[src/rtl/fpu_pkg.sv]
// rtl/fpu_pkg.sv - shared FP compare op encodings and result constants
package fpu_pkg;

  typedef enum logic [1:0] {
    FCMP_EQ = 2'b00,
    FCMP_LT = 2'b01,
    FCMP_LE = 2'b10
  } fcmp_op_t;

  localparam logic [31:0] FP_ONE  = 32'h3f800000;
  localparam logic [31:0] FP_ZERO = 32'h0;

endpackage

[src/rtl/fcmp_arbiter_if.sv]
// rtl/fcmp_arbiter_if.sv - requester-side request/response bundle for the shared FP compare unit
interface fcmp_arbiter_if #(
  parameter int NREQ = 4
);

  logic [NREQ-1:0]      req_valid;
  logic [NREQ-1:0]      req_ready;
  logic [2*NREQ-1:0]    req_op;
  logic [32*NREQ-1:0]   req_x1;
  logic [32*NREQ-1:0]   req_x2;
  logic [NREQ-1:0]      rsp_valid;
  logic [32*NREQ-1:0]   rsp_data;
  logic [NREQ-1:0]      rsp_ready;

  // requester side
  modport master (
    output req_valid, req_op, req_x1, req_x2, rsp_ready,
    input  req_ready, rsp_valid, rsp_data
  );

  // arbiter side
  modport slave (
    input  req_valid, req_op, req_x1, req_x2, rsp_ready,
    output req_ready, rsp_valid, rsp_data
  );

endinterface

[src/rtl/rr_arbiter.sv]
// rtl/rr_arbiter.sv - combinational round-robin pick starting at the pointer
module rr_arbiter #(
  parameter int NREQ = 4,
  parameter int TAGW = $clog2(NREQ)
) (
  input  logic [NREQ-1:0] req,
  input  logic [TAGW-1:0] ptr,
  output logic            gnt_valid,
  output logic [TAGW-1:0] gnt_idx,
  output logic [NREQ-1:0] gnt,
  output logic [TAGW-1:0] ptr_next
);

  // scan upward from ptr with wrap; first requester found wins
  always_comb begin
    gnt_valid = 1'b0;
    gnt_idx   = '0;
    for (int k = 0; k < NREQ; k++) begin
      if (!gnt_valid && req[(int'(ptr) + k) % NREQ]) begin
        gnt_valid = 1'b1;
        gnt_idx   = TAGW'((int'(ptr) + k) % NREQ);
      end
    end
    gnt = '0;
    if (gnt_valid) begin
      gnt[gnt_idx] = 1'b1;
    end
    ptr_next = ptr;
    if (gnt_valid) begin
      ptr_next = (gnt_idx == TAGW'(NREQ - 1)) ? '0 : gnt_idx + TAGW'(1);
    end
  end

endmodule

[src/rtl/fcmp_arbiter.sv]
// rtl/fcmp_arbiter.sv - round-robin sharing of one pipelined FP compare unit; FCMP_ARB_PERF_EN adds perf counters
module fcmp_arbiter
  import fpu_pkg::*;
#(
  parameter  int NREQ = 4,
  parameter  int LAT  = 1,
  localparam int TAGW = $clog2(NREQ)
) (
  input  logic                sys_clk,
  input  logic                rst,
  fcmp_arbiter_if.slave       req_if,
  output logic                cu_in_valid,
  output logic [1:0]          cu_op,
  output logic [31:0]         cu_x1,
  output logic [31:0]         cu_x2,
  input  logic                cu_out_valid,
  input  logic [31:0]         cu_y,
  output logic                err_orphan
`ifdef FCMP_ARB_PERF_EN
  ,
  output logic [31:0]         perf_issue_cnt,
  output logic [31:0]         perf_conflict_cnt,
  output logic [31:0]         perf_block_cnt
`endif
);

  logic [TAGW-1:0]           rr_q, rr_d;
  logic [NREQ-1:0]           busy_q, busy_d;
  logic [NREQ-1:0]           rsp_valid_q, rsp_valid_d;
  logic [32*NREQ-1:0]        rsp_data_q, rsp_data_d;
  logic                      cu_in_valid_q, cu_in_valid_d;
  logic [1:0]                cu_op_q, cu_op_d;
  logic [31:0]               cu_x1_q, cu_x1_d;
  logic [31:0]               cu_x2_q, cu_x2_d;
  logic [TAGW-1:0]           iss_tag_q, iss_tag_d;
  logic [LAT-1:0]            pipe_vld_q, pipe_vld_d;
  logic [LAT-1:0][TAGW-1:0]  pipe_tag_q, pipe_tag_d;
  logic                      err_orphan_q, err_orphan_d;

  logic [NREQ-1:0]           elig;
  logic                      gnt_valid;
  logic [TAGW-1:0]           gnt_idx;
  logic [NREQ-1:0]           gnt;
  logic [TAGW-1:0]           ptr_next;
  logic                      gnt_ok;
  logic                      head_vld;
  logic [TAGW-1:0]           head_tag;

  assign elig = req_if.req_valid & ~busy_q;

  rr_arbiter #(.NREQ(NREQ), .TAGW(TAGW)) u_rr (
    .req       (elig),
    .ptr       (rr_q),
    .gnt_valid (gnt_valid),
    .gnt_idx   (gnt_idx),
    .gnt       (gnt),
    .ptr_next  (ptr_next)
  );

  // a grant during reset would be discarded, so it is never advertised
  assign gnt_ok   = gnt_valid & ~rst;
  assign head_vld = pipe_vld_q[LAT-1];
  assign head_tag = pipe_tag_q[LAT-1];

  assign req_if.req_ready = gnt & {NREQ{~rst}};
  assign req_if.rsp_valid = rsp_valid_q;
  assign req_if.rsp_data  = rsp_data_q;
  assign cu_in_valid      = cu_in_valid_q;
  assign cu_op            = cu_op_q;
  assign cu_x1            = cu_x1_q;
  assign cu_x2            = cu_x2_q;
  assign err_orphan       = err_orphan_q;

  // issue, tag tracking, result capture and response handshake
  always_comb begin
    rr_d          = rr_q;
    busy_d        = busy_q;
    rsp_valid_d   = rsp_valid_q;
    rsp_data_d    = rsp_data_q;
    cu_in_valid_d = 1'b0;
    cu_op_d       = cu_op_q;
    cu_x1_d       = cu_x1_q;
    cu_x2_d       = cu_x2_q;
    iss_tag_d     = iss_tag_q;
    pipe_vld_d    = pipe_vld_q;
    pipe_tag_d    = pipe_tag_q;
    err_orphan_d  = err_orphan_q;

    if (gnt_ok) begin
      cu_in_valid_d   = 1'b1;
      cu_op_d         = req_if.req_op[2*gnt_idx +: 2];
      cu_x1_d         = req_if.req_x1[32*gnt_idx +: 32];
      cu_x2_d         = req_if.req_x2[32*gnt_idx +: 32];
      iss_tag_d       = gnt_idx;
      busy_d[gnt_idx] = 1'b1;
      rr_d            = ptr_next;
    end

    // the issue register is the stage ahead of the pipe, so the head lines up with cu_out_valid
    pipe_vld_d[0] = cu_in_valid_q;
    pipe_tag_d[0] = iss_tag_q;
    for (int k = 1; k < LAT; k++) begin
      pipe_vld_d[k] = pipe_vld_q[k-1];
      pipe_tag_d[k] = pipe_tag_q[k-1];
    end

    for (int i = 0; i < NREQ; i++) begin
      if (rsp_valid_q[i] && req_if.rsp_ready[i]) begin
        rsp_valid_d[i] = 1'b0;
        busy_d[i]      = 1'b0;
      end
    end

    // a missing result leaves busy set, locking that requester until reset
    if (cu_out_valid && head_vld) begin
      rsp_valid_d[head_tag]           = 1'b1;
      rsp_data_d[32*head_tag +: 32]   = cu_y;
    end
    if (cu_out_valid != head_vld) begin
      err_orphan_d = 1'b1;
    end
  end

  // state registers
  always_ff @(posedge sys_clk) begin
    if (rst) begin
      rr_q          <= '0;
      busy_q        <= '0;
      rsp_valid_q   <= '0;
      rsp_data_q    <= '0;
      cu_in_valid_q <= 1'b0;
      cu_op_q       <= '0;
      cu_x1_q       <= '0;
      cu_x2_q       <= '0;
      iss_tag_q     <= '0;
      pipe_vld_q    <= '0;
      pipe_tag_q    <= '0;
      err_orphan_q  <= 1'b0;
    end else begin
      rr_q          <= rr_d;
      busy_q        <= busy_d;
      rsp_valid_q   <= rsp_valid_d;
      rsp_data_q    <= rsp_data_d;
      cu_in_valid_q <= cu_in_valid_d;
      cu_op_q       <= cu_op_d;
      cu_x1_q       <= cu_x1_d;
      cu_x2_q       <= cu_x2_d;
      iss_tag_q     <= iss_tag_d;
      pipe_vld_q    <= pipe_vld_d;
      pipe_tag_q    <= pipe_tag_d;
      err_orphan_q  <= err_orphan_d;
    end
  end

`ifdef FCMP_ARB_PERF_EN
  logic [31:0] perf_issue_q, perf_issue_d;
  logic [31:0] perf_conflict_q, perf_conflict_d;
  logic [31:0] perf_block_q, perf_block_d;

  // grant, contention and all-blocked cycle counters, wrapping naturally
  always_comb begin
    perf_issue_d    = perf_issue_q + {31'd0, gnt_ok};
    perf_conflict_d = perf_conflict_q;
    perf_block_d    = perf_block_q;
    if ($countones(elig) >= 2) begin
      perf_conflict_d = perf_conflict_q + 32'd1;
    end
    if ((|req_if.req_valid) && !(|elig)) begin
      perf_block_d = perf_block_q + 32'd1;
    end
  end

  // perf counter registers
  always_ff @(posedge sys_clk) begin
    if (rst) begin
      perf_issue_q    <= '0;
      perf_conflict_q <= '0;
      perf_block_q    <= '0;
    end else begin
      perf_issue_q    <= perf_issue_d;
      perf_conflict_q <= perf_conflict_d;
      perf_block_q    <= perf_block_d;
    end
  end

  assign perf_issue_cnt    = perf_issue_q;
  assign perf_conflict_cnt = perf_conflict_q;
  assign perf_block_cnt    = perf_block_q;
`endif

endmodule

[src/flat_wrapper.sv]
// flat-port wrapper written by rule: the top's interface ports become plain ports
module fcmp_arbiter_flat import fpu_pkg::*;
#(
  parameter  int NREQ = 4,
  parameter  int LAT  = 1,
  localparam int TAGW = $clog2(NREQ)
)
  (sys_clk, rst, cu_in_valid, cu_op, cu_x1, cu_x2, cu_out_valid, cu_y, err_orphan, req_if_req_valid, req_if_req_op, req_if_req_x1, req_if_req_x2, req_if_rsp_ready, req_if_req_ready, req_if_rsp_valid, req_if_rsp_data);
  fcmp_arbiter_if #(.NREQ(NREQ)) req_if_i ();
  input  logic sys_clk;
  input  logic rst;
  output logic cu_in_valid;
  output logic [1:0] cu_op;
  output logic [31:0] cu_x1;
  output logic [31:0] cu_x2;
  input  logic cu_out_valid;
  input  logic [31:0] cu_y;
  output logic err_orphan;
  input wire logic [$bits(req_if_i.req_valid)-1:0] req_if_req_valid;
  input wire logic [$bits(req_if_i.req_op)-1:0] req_if_req_op;
  input wire logic [$bits(req_if_i.req_x1)-1:0] req_if_req_x1;
  input wire logic [$bits(req_if_i.req_x2)-1:0] req_if_req_x2;
  input wire logic [$bits(req_if_i.rsp_ready)-1:0] req_if_rsp_ready;
  output wire logic [$bits(req_if_i.req_ready)-1:0] req_if_req_ready;
  output wire logic [$bits(req_if_i.rsp_valid)-1:0] req_if_rsp_valid;
  output wire logic [$bits(req_if_i.rsp_data)-1:0] req_if_rsp_data;
  assign req_if_i.req_valid = req_if_req_valid;
  assign req_if_i.req_op = req_if_req_op;
  assign req_if_i.req_x1 = req_if_req_x1;
  assign req_if_i.req_x2 = req_if_req_x2;
  assign req_if_i.rsp_ready = req_if_rsp_ready;
  assign req_if_req_ready = req_if_i.req_ready;
  assign req_if_rsp_valid = req_if_i.rsp_valid;
  assign req_if_rsp_data = req_if_i.rsp_data;
  fcmp_arbiter #(.NREQ(NREQ), .LAT(LAT)) u_core (.sys_clk(sys_clk), .rst(rst), .req_if(req_if_i), .cu_in_valid(cu_in_valid), .cu_op(cu_op), .cu_x1(cu_x1), .cu_x2(cu_x2), .cu_out_valid(cu_out_valid), .cu_y(cu_y), .err_orphan(err_orphan));
endmodule
[config.mk]
export PLATFORM = sky130hd
export DESIGN_NAME = fcmp_arbiter_flat
export DESIGN_NICKNAME = d
export VERILOG_FILES = /design/src/rtl/fpu_pkg.sv /design/src/rtl/fcmp_arbiter_if.sv /design/src/rtl/rr_arbiter.sv /design/src/rtl/fcmp_arbiter.sv /design/src/flat_wrapper.sv
export SDC_FILE = /design/constraint.sdc
export NUM_CORES = 1
export LEC_CHECK = 0
export ABC_AREA = 0
export BUFFER_PORTS_ARGS = -buffer_cell sky130_fd_sc_hd__buf_2
export CORE_AREA = 2 2 198 200
export CTS_CLUSTER_DIAMETER = 150
export DETAILED_ROUTE_END_ITERATION = 7
export DIE_AREA = 0 0 200 202
export PLACE_DENSITY = 0.54
export SLEW_MARGIN = 25
export SYNTH_ARGS = -nofsm -noshare
export SYNTH_HDL_FRONTEND = slang
export SYNTH_SLANG_ARGS = --single-unit
export TNS_END_PERCENT = 50
[constraint.sdc]
create_clock -name sys_clk -period 4.9 [get_ports sys_clk]
set_clock_uncertainty 0.2 [all_clocks]
set_input_delay 0.98 -clock sys_clk [delete_from_list [all_inputs] [get_ports sys_clk]]
set_output_delay 0.98 -clock sys_clk [all_outputs]
set_load 0.01 [all_outputs]
== Word level (Yosys, flattened, before mapping) ==
Index checks and enable logic that the tools add are counted.
Word-level totals
  bits in registers: 211
  output and inout bits: 204
  logic and storage cells: 98
  input port bits: 307
Cells by class
  reductions and logical operators: 21
  eq/ne operators: 2
  muxes and demuxes: 32
  shift operators: 5
  order comparisons: 8
  bitwise logic cells: 10
  add/sub/neg operators: 5
Operator list (number)
  indexed part select 128 x 8 -> 32 bit: 2
  bitwise mux 128 bit: 1
  variable shift 32 x 34 -> 128 bit (first input constant): 1
  indexed part select 32 x 34 -> 128 bit: 1
  negator 7 -> 34 bit: 1
  two-way mux 1 bit: 18
  OR reduction 2 bit: 7
  less-than comparator 3 x 4 -> 1 bit (second input constant): 3
  logical AND 1 bit: 10
  two-way mux 2 bit: 5
  less-than comparator 2 x 3 -> 1 bit (second input constant): 3
  bitwise AND 4 bit: 2
  binary-select mux 1 bit (select 2 bit): 4
  two-way mux 4 bit: 2
  bitwise OR 4 bit: 2
  indexed part select 8 x 4 -> 2 bit: 1
  adder 2 x 1 -> 2 bit (second input constant): 2
  adder 2 bit (second input constant): 2
  demux 1 bit (select 2 bit): 2
  greater-or-equal comparator 2 x 1 -> 1 bit (second input constant): 2
  NOT 4 bit: 1
  bitwise AND 1 bit (first input constant): 3
  zero test 1 bit: 3
  == test 2 bit (second input constant): 1
  4 further kinds: 4

== Depth between registers and ports, before layout ==
Gate-level depths: netlist of the first run.
  depth in word-level cells: 20
  depth in mapped cells: 9
  gate-level depth less buffers: 7

== Modules after synthesis ==
Synthesis of the first run repeated with hierarchy kept, for this count alone.
Unflattened totals
  cell total of the unflattened synthesis: 920
  area, all modules: 9586.7 um^2
Modules (own cells, without submodules)
  fcmp_arbiter: cells an instance 890, instances 1, sequential area each 4224.1 um^2, area an instance 9349.0 um^2
  rr_arbiter: cells an instance 30, instances 1, sequential area each 0.0 um^2, area an instance 237.7 um^2

== Worst setup path before layout of the first run ==
OpenSTA, ideal clock, no wires.
  path type: input port to output port
  from: input req_if_req_valid[0]
  to: output req_if_req_ready[1]
  path slack: 1361 ps
  arrival: 2359 ps
  cell stages on the path: 8
  data required time: 3720 ps
  buffers on the path: 2
  cells stage by stage: or3b_1 and2_0 o22a_1 buf_6 clkinv_2 buf_2 ha_1 and2_1
Between the ends
  word-level cells in the longest chain between the ends: 19
  elaborated cells on any way between the ends: 33
  those cells by class: order compare: 2; mux: 22; bitwise: 2; reduce/logical: 7
RTL lines
  start, declared: line flat_wrapper.sv:19  | input wire logic [$bits(req_if_i.req_valid)-1:0] req_if_req_valid;
  bitwise AND 4 bit *: line fcmp_arbiter.sv:49  | assign elig = req_if.req_valid & ~busy_q;
  binary-select mux 1 bit (select 2 bit): line rr_arbiter.sv:19  | if (!gnt_valid && req[(int'(ptr) + k) % NREQ]) begin
  two-way mux 1 bit (not written as such): line rr_arbiter.sv:19
  two-way mux 1 bit: line rr_arbiter.sv:19
  zero test 1 bit: line rr_arbiter.sv:19
  logical AND 1 bit: line rr_arbiter.sv:19
  two-way mux 1 bit: line rr_arbiter.sv:19
  zero test 1 bit: line rr_arbiter.sv:19
  [3 not listed]
  logical AND 1 bit: line rr_arbiter.sv:19
  two-way mux 2 bit: line rr_arbiter.sv:19
  less-than comparator 2 x 3 -> 1 bit (not written as such) / greater-or-equal comparator 2 x 1 -> 1 bit (equally long branches): line rr_arbiter.sv:26  | gnt[gnt_idx] = 1'b1;
  logical AND 1 bit (not written as such): line rr_arbiter.sv:26
  two-way mux 1 bit (not written as such): line rr_arbiter.sv:26
  demux 1 bit (select 2 bit)
  two-way mux 4 bit *: line rr_arbiter.sv:25  | if (gnt_valid) begin
  bitwise AND 4 bit *: line fcmp_arbiter.sv:65  | assign req_if.req_ready = gnt & {NREQ{~rst}};
  end, declared: line flat_wrapper.sv:24  | output wire logic [$bits(req_if_i.req_ready)-1:0] req_if_req_ready;
Mark *: on every way between the ends. The rest lies on a longest branch, timed or not. The select of a mux whose other input is x is not followed.

== Worst setup path in the final report of the first run ==
  from: input req_if_req_valid[3]
  to: output req_if_req_ready[1]
The elaborated chain is that of the path after synthesis.

==> flow_summary_export.csv, run 1 <==
group,metric,value,unit
timing,final_setup_violation_count,0,
yosys,largest_family_of_logic_cells_by_synthesized_area,"compound AO/OA/AOI/OAI gates",
timing,finalCritPeriodShare,84.1,%
setup_path,timing.critical_path.cells,"buf_2 > nor2b_1 > o21ai_4 > o22ai_4 > ha_1 > and2_1 > buf_2",
timing,period_minus_slack,4.12,ns
die,initial_core_util,26.3,%
placed_design,preCtsSetupSlack,0.728,ns
timing,finalSetupTns,0,ns
routing,antenna_violating_nets_post_route,0,
timing,final-hold-violation-count,0,
clocking,root_buffer,"clkbuf_16",
yosys,avgSynthCellArea,9.25,um^2
yosys,seq_area_frac_synth,42.0,%
yosys,synth_mux_area_share,0.112,%
outcome,result_of_the_run,"complete, no violations",
setup_path,critical_path_peak_fanout,33,
timing,max_slew.worst_pin.slew,1.05,ns
yosys,synth_top_area_share,42.0,%
placed_design,dp_cells,1997,
power,power.density,501,mW/mm^2
yosys,synth_area_leader_cell,"dfxtp_1",
job,cap_viol_max_count,0,
setup_path,timing.critical_path.from_type,"input port",
yosys,synth_simple_gate_area_share,9.63,%
placed_design,routabilityCongestion,0.860,
timing,slew_headroom,30.0,%
clocking,cts_tree,"done",
power,finalPower,6950,uW
timing,grt_setup_unrepaired,"false",
die,floorplan.die.width,200,um
yosys,synth_fa_ha_area_share,1.24,%
hold_path,hold_depth,2,
cells_and_area,fraction_of_layout_cells_with_a_size_suffix_above_1,47.6,%
setup_path,timing.critical_path.required,3.72,ns
yosys,synth_compound_area_share,40.5,%
placed_design,detailed_place.area,0.0129,mm^2
grt,track_usage,20.2,%
routing,wl_per_cell,21.4,um
clocking,total_cts_buffers,26,
clocking,h-tree-depth,1,
routing,dr.first_iter.drc_count,767,
routing,dr_total_vias,10965,
die,fp.dieArea,0.0404,mm^2
grt,grt_antenna_before_repair,19,
yosys,netlist_instances,1087,
cells_and_area,finish.instance_area,0.0139,mm^2
clocking,numClockSinks,211,
routing,drt_first_pass_iters,6,
yosys,postSynthRegisterBits,211,
yosys,yosysUniqueCellTypes,34,
cells_and_area,area_growth_syn_to_layout,37.9,%
cells_and_area,post_layout_net_count,1824,
clocking,cts.path.max_buffers,3,
yosys,synth_most_common_cell,"dfxtp_1",
setup_path,r2r-start,"u_core.busy_q[3]",
setup_path,critical_path.slowest_cell,"o21ai_4",
grt,grt_overflow_total,0,
clocking,ctsHoldBuffers,0,
timing,setup_ws,0.777,ns
setup_path,timing.critical_path.max_delay_family,"compound AO/OA/AOI/OAI gates",
routing,wl,44000,um
die,design.core.area,0.0383,mm^2
setup_path,worst_path_largest_cell_delay,0.77,ns
timing,report.final.slew_viol_count,0,
grt,grt_max_degree,133,
yosys,postSynthNetCount,1404,
clocking,post_cts.repair.setup_buffers,0,
yosys,syn_area,0.0101,mm^2
placed_design,dpl.hpwl,30700,um
hold_path,min-delay-path-class,"flop to flop",
cells_and_area,final_cells,2056,
die,core.rowCount,72,
clocking,clock_insertion_delay_worst_skew,0.54,ns
yosys,yosysWarningCount,0,
timing,fmax,0.243,GHz
grt,first_global_vias,10343,
setup_path,critical_path.endpoint_type,"output port",
setup_path,worst_path_most_repeated_cell,"buf_2",
routing,post_drt_via_cell_ratio,5.33,
die,pin_count,511,
power,ir_worst_vdd,324,uV
grt,grt_pass1_wl,63600,um
setup_path,worst_flop_to_flop_path_endpoint,"u_core.cu_x1[6]",
yosys,synth-xor-area-share,0,%
yosys,ys_async_sr_fraction,0,%
clocking,post_cts.resized_instances,0,
yosys,synth_top_cells_by_area,"dfxtp_1 42%, o221a_2 15%, a211oi_1 9.9%",
clocking,clk_pin_slew,0.06,ns
die,floorplan.die.height,202,um
setup_path,worstPathArrival,2.94,ns
setup_path,setup.reg_to_reg.worst_slack,1.76,ns
yosys,number_of_enable_flip_flop_cells_after_synthesis,0,
hold_path,hold_path_end,"u_core.cu_x2[16]",
setup_path,timing.reg2reg.worst_path_depth,6,
yosys,synth_common_cells,"211 x dfxtp_1, 134 x nor2_1, 133 x a211oi_1",
hold_path,worstHoldStart,"u_core.cu_x2[16]",
power,static-leakage-power,0.00594,uW
setup_path,critical_path.n_buffers_inverters,2,
routing,drc,0,
setup_path,critPathKind,"input port to output port",
yosys,ys.flop_type,"dfxtp_1",
placed_design,placement.io_buffers,510,
-- layout make-up --
type,count,area (um^2)
inverters,7,27.5
fillers,3987,24400
diodes,11,27.5
repair buffers,535,2790
clock inverters,12,138
flip-flops and latches,211,4220
multi-input cells,726,5260
well taps,518,648
clock buffers,36,748
-- tightest hold or removal path: cells and delay by family (launching register included) --
| kind | cells | cell delay (ns) |
|---|---|---|
| compound gates | 1 | 0.05 |
| flops | 1 | 0.32 |
| simple gates | 1 | 0.05 |
-- power breakdown --
group          switching, uW  internal, uW  leakage [uW]  total (uW)
logic                   1780          1040       0.00379        2820
clock network            807          1180      0.000432        1980
registers                167          1980       0.00172        2150
total                   2750          4200       0.00594        6950
-- flip-flops by register name, indices dropped and copies added (netlist names) --
name,flops
u_core.head_vld,1
u_core.cu_x2,32
u_core.cu_in_valid,1
u_core.iss_tag_q,2
u_core.err_orphan,1
u_core.req_if.rsp_data,128
u_core.cu_op,2
u_core.rr_q,2
u_core.cu_x1,32
u_core.head_tag,2
u_core.busy_q,4
u_core.req_if.rsp_valid,4
-- per-layer routing --
layer | wire [um] | global-route usage, % | vias to the layer above
li1 | - | - | 5104
met1 | 17400 | 25.0 | 5230
met2 | 20800 | 32.8 | 535
met3 | 4220 | 6.12 | 86
met4 | 1510 | 7.99 | 10
met5 | 57 | 0 | -
-- placed cells by master, fill, tap and decap left out, drive strengths merged, types with 2 or more instances in the layout --
cell        n
clkinv      8
clkinvlp    2
nand2      75
o31ai      66
o221a     132
nor2b       5
nor4        3
nand2b      9
a22oi     128
nor2      134
inv         7
nor3        3
clkbuf     36
diode      11
and2        2
o21ai       3
a21oi       9
ha         10
buf       535
or3b        2
bufinv      2
o21a        4
a211oi    133
dfxtp     211
-- worst max path at each step --
stage / start / depth (start not counted) / endpoint / slack [ns]
finish: req_if_req_valid[3] / 7 / req_if_req_ready[1] / 0.78
global route: req_if_req_valid[3] / 7 / req_if_req_ready[1] / 0.62
CTS: req_if_req_valid[3] / 7 / req_if_req_ready[1] / 0.75
detailed placement: req_if_req_valid[3] / 7 / req_if_req_ready[1] / 0.73
global placement: req_if_req_valid[1] / 7 / req_if_req_ready[1] / 0.55
floorplan: req_if_req_valid[0] / 8 / req_if_req_ready[1] / 1.36
-- kinds of logic after synthesis --
family | Yosys count
AOI/OAI and AO/OA | 479
and+or+nand+nor | 236
DFF | 211
buffers and inverters | 150
adders and majority gates | 10
muxes | 1
-- metrics by stage --
stage	util (%)	hold slack, ns
global placement	33.7	0.231
CTS	36.1	0.250
finish	36.2	0.250
floorplan	-	0.238
detailed placement	33.8	0.234
global route	36.2	0.272
No activity file was read; power rests on OpenSTA's default activity.
==> run 2: changes to the inputs <==
PLACE_DENSITY = 0.56   (was 0.54)
clock period = 3.57 ns   (was 4.9 ns; I/O delays follow)
==> run 2 against run 1 <==
Against the previous run: sequential power rose by 36%; critical path depth shrank 2; flip-flop and latch count unchanged; final cell count is 0.15% lower; critical path type is now flop to output port; largest power group unchanged.
==> flow_summary_export.csv, run 2 (synthesis gave the netlist of run 1 again) <==
group,metric,value,unit
outcome,result_of_the_run,"complete, no violations",
grt,global_route.peak_usage_layer,"met2",
power,static-leakage-power,0.00594,uW
timing,report.final.slew_viol_count,0,
setup_path,timing.critical_path.required,2.66,ns
clocking,cts.path.max_buffers,3,
setup_path,timing.reg2reg.worst_path_depth,6,
timing,slew_headroom,45.4,%
clocking,clk_pin_slew,0.06,ns
setup_path,critical_path.endpoint,"req_if_req_ready[0]",
timing,fmax,0.302,GHz
routing,dr.first_iter.drc_count,650,
clocking,post_cts.resized_instances,0,
clocking,post_cts.repair.setup_buffers,0,
grt,grt_overflow_total,0,
cells_and_area,layout_commonest_cell,"buf_2",
routing,antenna_violating_nets_post_route,0,
routing,wl,42100,um
timing,finalSetupTns,0,ns
timing,finalCritPeriodShare,92.6,%
power,p_clk_share,26.7,%
setup_path,worst_flop_to_flop_path_endpoint,"u_core.cu_x2[15]",
setup_path,critical_path_peak_fanout,5,
job,cap_viol_max_count,0,
clocking,ctsHoldBuffers,0,
grt,grt_pass1_wl,61100,um
clocking,root_buffer,"clkbuf_16",
setup_path,timing.critical_path.from_type,"flop",
cells_and_area,leading_cell_types_in_the_layout_fill_and_taps_excluded,"509 x buf_2, 211 x dfxtp_1, 133 x nor2_1, 133 x a211oi_1, 132 x o221a_2",
cells_and_area,final_cells,2053,
cells_and_area,postLayoutCoreUtil,36.2,%
setup_path,critical_path.endpoint_type,"output port",
setup_path,r2r-start,"u_core.busy_q[2]",
die,core.rowCount,72,
die,initial_core_util,26.3,%
die,floorplan.die.width,200,um
power,ir_worst_vdd,578,uV
die,pin_count,511,
cells_and_area,largest_reg_flops,128,
clocking,total_cts_buffers,25,
cells_and_area,fraction_of_layout_cells_with_a_size_suffix_above_1,47.6,%
timing,max_slew.worst_pin.slew,0.819,ns
power,power.density,671,mW/mm^2
setup_path,worstPathArrival,2.39,ns
setup_path,setup.reg_to_reg.worst_slack,0.91,ns
grt,grt_antenna_before_repair,14,
placed_design,dp_cells,2000,
routing,drc,0,
die,fp.dieArea,0.0404,mm^2
grt,groute.layer.met3.usage,5.69,%
power,swShare,38.9,%
clocking,clock_insertion_delay_worst_skew,0.52,ns
power,comb_power_share,41.8,%
cells_and_area,final.fill_count,4003,
die,design.core.area,0.0383,mm^2
timing,period_minus_slack,3.31,ns
routing,dr_total_vias,10873,
power,p_seq_share,31.5,%
routing,drt_first_pass_iters,5,
grt,gr-usage-met1,23.9,%
timing,grt_setup_unrepaired,"false",
cells_and_area,post_layout_net_count,1826,
setup_path,source_of_the_critical_timing_path,"u_core.busy_q[0]",
placed_design,dpl.hpwl,29500,um
grt,track_usage,19.3,%
placed_design,routabilityCongestion,0.872,
grt,first_global_vias,10256,
timing,final_setup_violation_count,0,
timing,final-hold-violation-count,0,
placed_design,placement.io_buffers,510,
die,floorplan.die.height,202,um
routing,post_drt_via_cell_ratio,5.30,
hold_path,min-delay-path-class,"flop to flop",
grt,grt_max_degree,134,
clocking,h-tree-depth,1,
setup_path,critPathKind,"flop to output port",
grt,groute.layer.met2.usage,31.5,%
cells_and_area,area_growth_syn_to_layout,38.0,%
power,cellInternalPower,5690,uW
clocking,numClockSinks,211,
power,total_switching_power,3620,uW
routing,wl_per_cell,20.5,um
clocking,cts_tree,"done",
==> run 2: cell types whose count changed in the layout (fill, tap and decap cells not counted), sizes merged <==
cell | previous run | this run
clkinv | 8 | 3
buf | 535 | 538
bufinv | 2 | 0
clkbuf | 36 | 38
diode | 11 | 9
clkinvlp | 2 | 3
==> run 2: area by class of cell <==
type	count	area [um^2]	share of cell area [%]
inverter	7	27.5	0.199
sequential	211	4220	30.5
multi-input combinational	726	5260	37.9
clock buffer	38	764	5.51
clock inverter	6	41.3	0.298
tap	518	648	4.67
timing repair buffer	538	2880	20.8
antenna	9	22.5	0.162
==> run 2: stage by stage <==
step	hold slack [ns]	setup WS (ns)	instance area (um^2)	power [uW]
detailed placement	0.236	0.337	13000	6890
floorplan	0.238	0.563	10100	5560
global route	0.263	0.101	13900	9850
CTS	0.252	0.199	13800	9400
finish	0.250	0.262	13900	9310
global placement	0.230	0.385	13000	6850
==> run 2: how the worst min path moves through the flow <==
stage                              startpoint                    endpoint  slack (ns)  cells after the start
after floorplan           u_core.iss_tag_q[1]          u_core.head_tag[1]        0.24                      1
after global placement        u_core.cu_x1[3]             u_core.cu_x1[3]        0.23                      2
after detailed placement     u_core.cu_x1[20]            u_core.cu_x1[20]        0.24                      2
after CTS                             cu_y[0]  u_core.req_if.rsp_data[96]        0.25                      3
after global routing                 cu_y[22]  u_core.req_if.rsp_data[22]        0.26                      3
final                         u_core.cu_x1[0]             u_core.cu_x1[0]        0.25                      2
==> run 2: worst max-delay path: stages (launching register included) <==
cell and delay, ns:
dfxtp_1 0.36, or3b_1 0.45, and2_0 0.18, o22a_2 0.28, nor3_1 0.30, buf_2 0.29
==> run 2: power groups by stage <==
stage          Sequential, uW  Clock, uW  Combinational, uW
6_report                 2930       2480               3890
5_1_grt                  2990       2660               4200
4_1_cts                  2940       2560               3910
3_5_place_dp             2980          0               3910
3_3_place_gp             2970          0               3880
2_1_floorplan            3100          0               2460
==> run 2: per-layer routing <==
metal / part of all wire [%] / up-vias / routed length [um]
li1: - / 5108 / -
met1: 40 / 5218 / 16900
met2: 47 / 472 / 19900
met3: 9.4 / 67 / 3970
met4: 2.9 / 8 / 1230
met5: 0.13 / - / 56
==> run 3: changes to the inputs <==
CORE_AREA = 2 2 199 201   (was 2 2 198 200)
DIE_AREA = 0 0 201 203   (was 0 0 200 202)
==> run 3 against run 2 <==
Against the previous run: utilization barely moved; register-to-register slack improved by 0.15 ns; count of clock-buffer cells in the layout fell by 4; sequential power barely moved; critical path depth rose by 2; via count rose by 2.1%; worst setup slack got worse by 0.054 ns; highest routed layer unchanged; wire length rose by 2.9%.
==> flow_summary_export.csv, run 3 (synthesis gave the netlist of run 1 again) <==
group,metric,value,unit
outcome,result_of_the_run,"complete, no violations",
setup_path,critPathKind,"flop to output port",
grt,grt_overflow_total,0,
power,static-leakage-power,0.00599,uW
power,total_switching_power,3740,uW
grt,track_usage,19.5,%
placed_design,placement.io_buffers,510,
die,design.core.area,0.0385,mm^2
grt,grt_max_degree,133,
setup_path,worst_path_largest_cell_delay,0.44,ns
timing,setup_ws,0.208,ns
clocking,h-tree-depth,1,
clocking,post_cts.resized_instances,0,
clocking,cts.path.max_buffers,3,
routing,dr.first_iter.drc_count,733,
setup_path,critical_path.slowest_cell,"or3b_1",
timing,period_minus_slack,3.36,ns
clocking,root_buffer,"clkbuf_16",
grt,grt_pass1_wl,63200,um
routing,dr_total_vias,11103,
setup_path,worstPathArrival,2.45,ns
cells_and_area,layout_commonest_cell,"buf_2",
setup_path,critical_path.endpoint_type,"output port",
setup_path,timing.critical_path.cells,"or3b_1 > and2_0 > o22a_2 > clkinv_2 > ha_1 > and2_1 > buf_2",
timing,slew_headroom,48.6,%
die,pin_count,511,
routing,wl,43300,um
power,p_seq_share,30.9,%
job,cap_viol_max_count,0,
routing,antenna_violating_nets_post_route,0,
timing,finalSetupTns,0,ns
power,swShare,39.3,%
setup_path,critical_path_peak_fanout,5,
timing,fmax,0.297,GHz
cells_and_area,largest_reg_flops,128,
cells_and_area,area_growth_syn_to_layout,38.5,%
die,initial_core_util,26.1,%
power,cellInternalPower,5780,uW
die,fp.dieArea,0.0408,mm^2
routing,drt_first_pass_iters,5,
timing,report.final.slew_viol_count,0,
timing,final-hold-violation-count,0,
clocking,numClockSinks,211,
timing,grt_setup_unrepaired,"false",
die,floorplan.die.width,201,um
clocking,total_cts_buffers,25,
routing,post_drt_via_cell_ratio,5.41,
grt,first_global_vias,10427,
power,p_clk_share,27.8,%
clocking,cts_tree,"done",
power,power.density,684,mW/mm^2
cells_and_area,post_layout_net_count,1830,
hold_path,min-delay-path-class,"input port to flop",
cells_and_area,leading_cell_types_in_the_layout_fill_and_taps_excluded,"509 x buf_2, 211 x dfxtp_1, 133 x nor2_1, 133 x a211oi_1, 132 x o221a_2",
timing,max_slew.worst_pin.slew,0.772,ns
power,comb_power_share,41.3,%
clocking,clk_pin_slew,0.06,ns
clocking,clock_insertion_delay_worst_skew,0.55,ns
setup_path,timing.critical_path.from_type,"flop",
die,floorplan.die.height,203,um
placed_design,routabilityCongestion,0.864,
cells_and_area,final.fill_count,4033,
timing,finalCritPeriodShare,94.2,%
routing,drc,0,
grt,grt_antenna_before_repair,5,
placed_design,preCtsSetupSlack,0.292,ns
clocking,ctsHoldBuffers,0,
clocking,post_cts.repair.setup_buffers,0,
timing,final_setup_violation_count,0,
routing,wl_per_cell,21.1,um
die,core.rowCount,72,
placed_design,dpl.hpwl,30600,um
power,ir_worst_vdd,501,uV
cells_and_area,fraction_of_layout_cells_with_a_size_suffix_above_1,47.8,%
setup_path,timing.critical_path.required,2.66,ns
run 3: metal layers:
| metal | GRT usage [%] | vias up | routed length, um |
|---|---|---|---|
| met5 | 0 | - | 41 |
| met4 | 7.80 | 6 | 1690 |
| met3 | 4.33 | 90 | 3590 |
| met2 | 32.1 | 548 | 20400 |
| met1 | 24.9 | 5350 | 17500 |
| li1 | - | 5109 | - |
run 3: power groups by stage:
| stage | Combinational, uW | Sequential, uW | Clock [uW] |
|---|---|---|---|
| 3_5_place_dp | 3950 | 2980 | 0 |
| 3_3_place_gp | 3910 | 2970 | 0 |
| 2_1_floorplan | 2460 | 3100 | 0 |
| 5_1_grt | 4230 | 2980 | 2830 |
| 4_1_cts | 3950 | 2940 | 2730 |
| 6_report | 3930 | 2940 | 2650 |
run 3: cell type report:
| type | instances | area (um^2) | area share (%) |
|---|---|---|---|
| antenna | 2 | 5.00 | 0.0359 |
| inverter | 7 | 27.5 | 0.198 |
| tap | 518 | 648 | 4.66 |
| sequential | 211 | 4220 | 30.3 |
| clock buffer | 34 | 719 | 5.17 |
| timing repair buffer | 542 | 2900 | 20.8 |
| multi-input combinational | 726 | 5260 | 37.8 |
| clock inverter | 12 | 141 | 1.02 |
run 3: worst paths after layout:
check,cells after the start,to,from,slack (ns)
max,7,req_if_req_ready[1],u_core.busy_q[0],0.21
min,3,u_core.req_if.rsp_valid[2],req_if_rsp_ready[2],0.24
max reg2reg,6,u_core.cu_x2[30],u_core.busy_q[2],1.06
min reg2reg,2,u_core.cu_x1[7],u_core.cu_x1[7],0.25
run 3: worst max-delay path: cells and delay by family (launching register included):
kind / cells / cell delay (ns)
simple gates: 3 / 0.86
flops: 1 / 0.33
buf+inv: 2 / 0.29
compound gates: 1 / 0.28
fa+ha+maj: 1 / 0.15
run 3: per-stage QoR:
step / cell area [um^2] / hold WS (ns) / cells / utilization [%] / total power [uW]
final: 13900 / 0.241 / 2052 / 36.2 / 9520
after global routing: 13900 / 0.221 / 2052 / 36.2 / 10000
after CTS: 13900 / 0.203 / 2050 / 36.2 / 9620
after detailed placement: 13100 / 0.237 / 2004 / 33.9 / 6930
after global placement: 13100 / 0.230 / 2004 / 33.9 / 6880
after floorplan: 10100 / 0.238 / 1087 / - / 5560
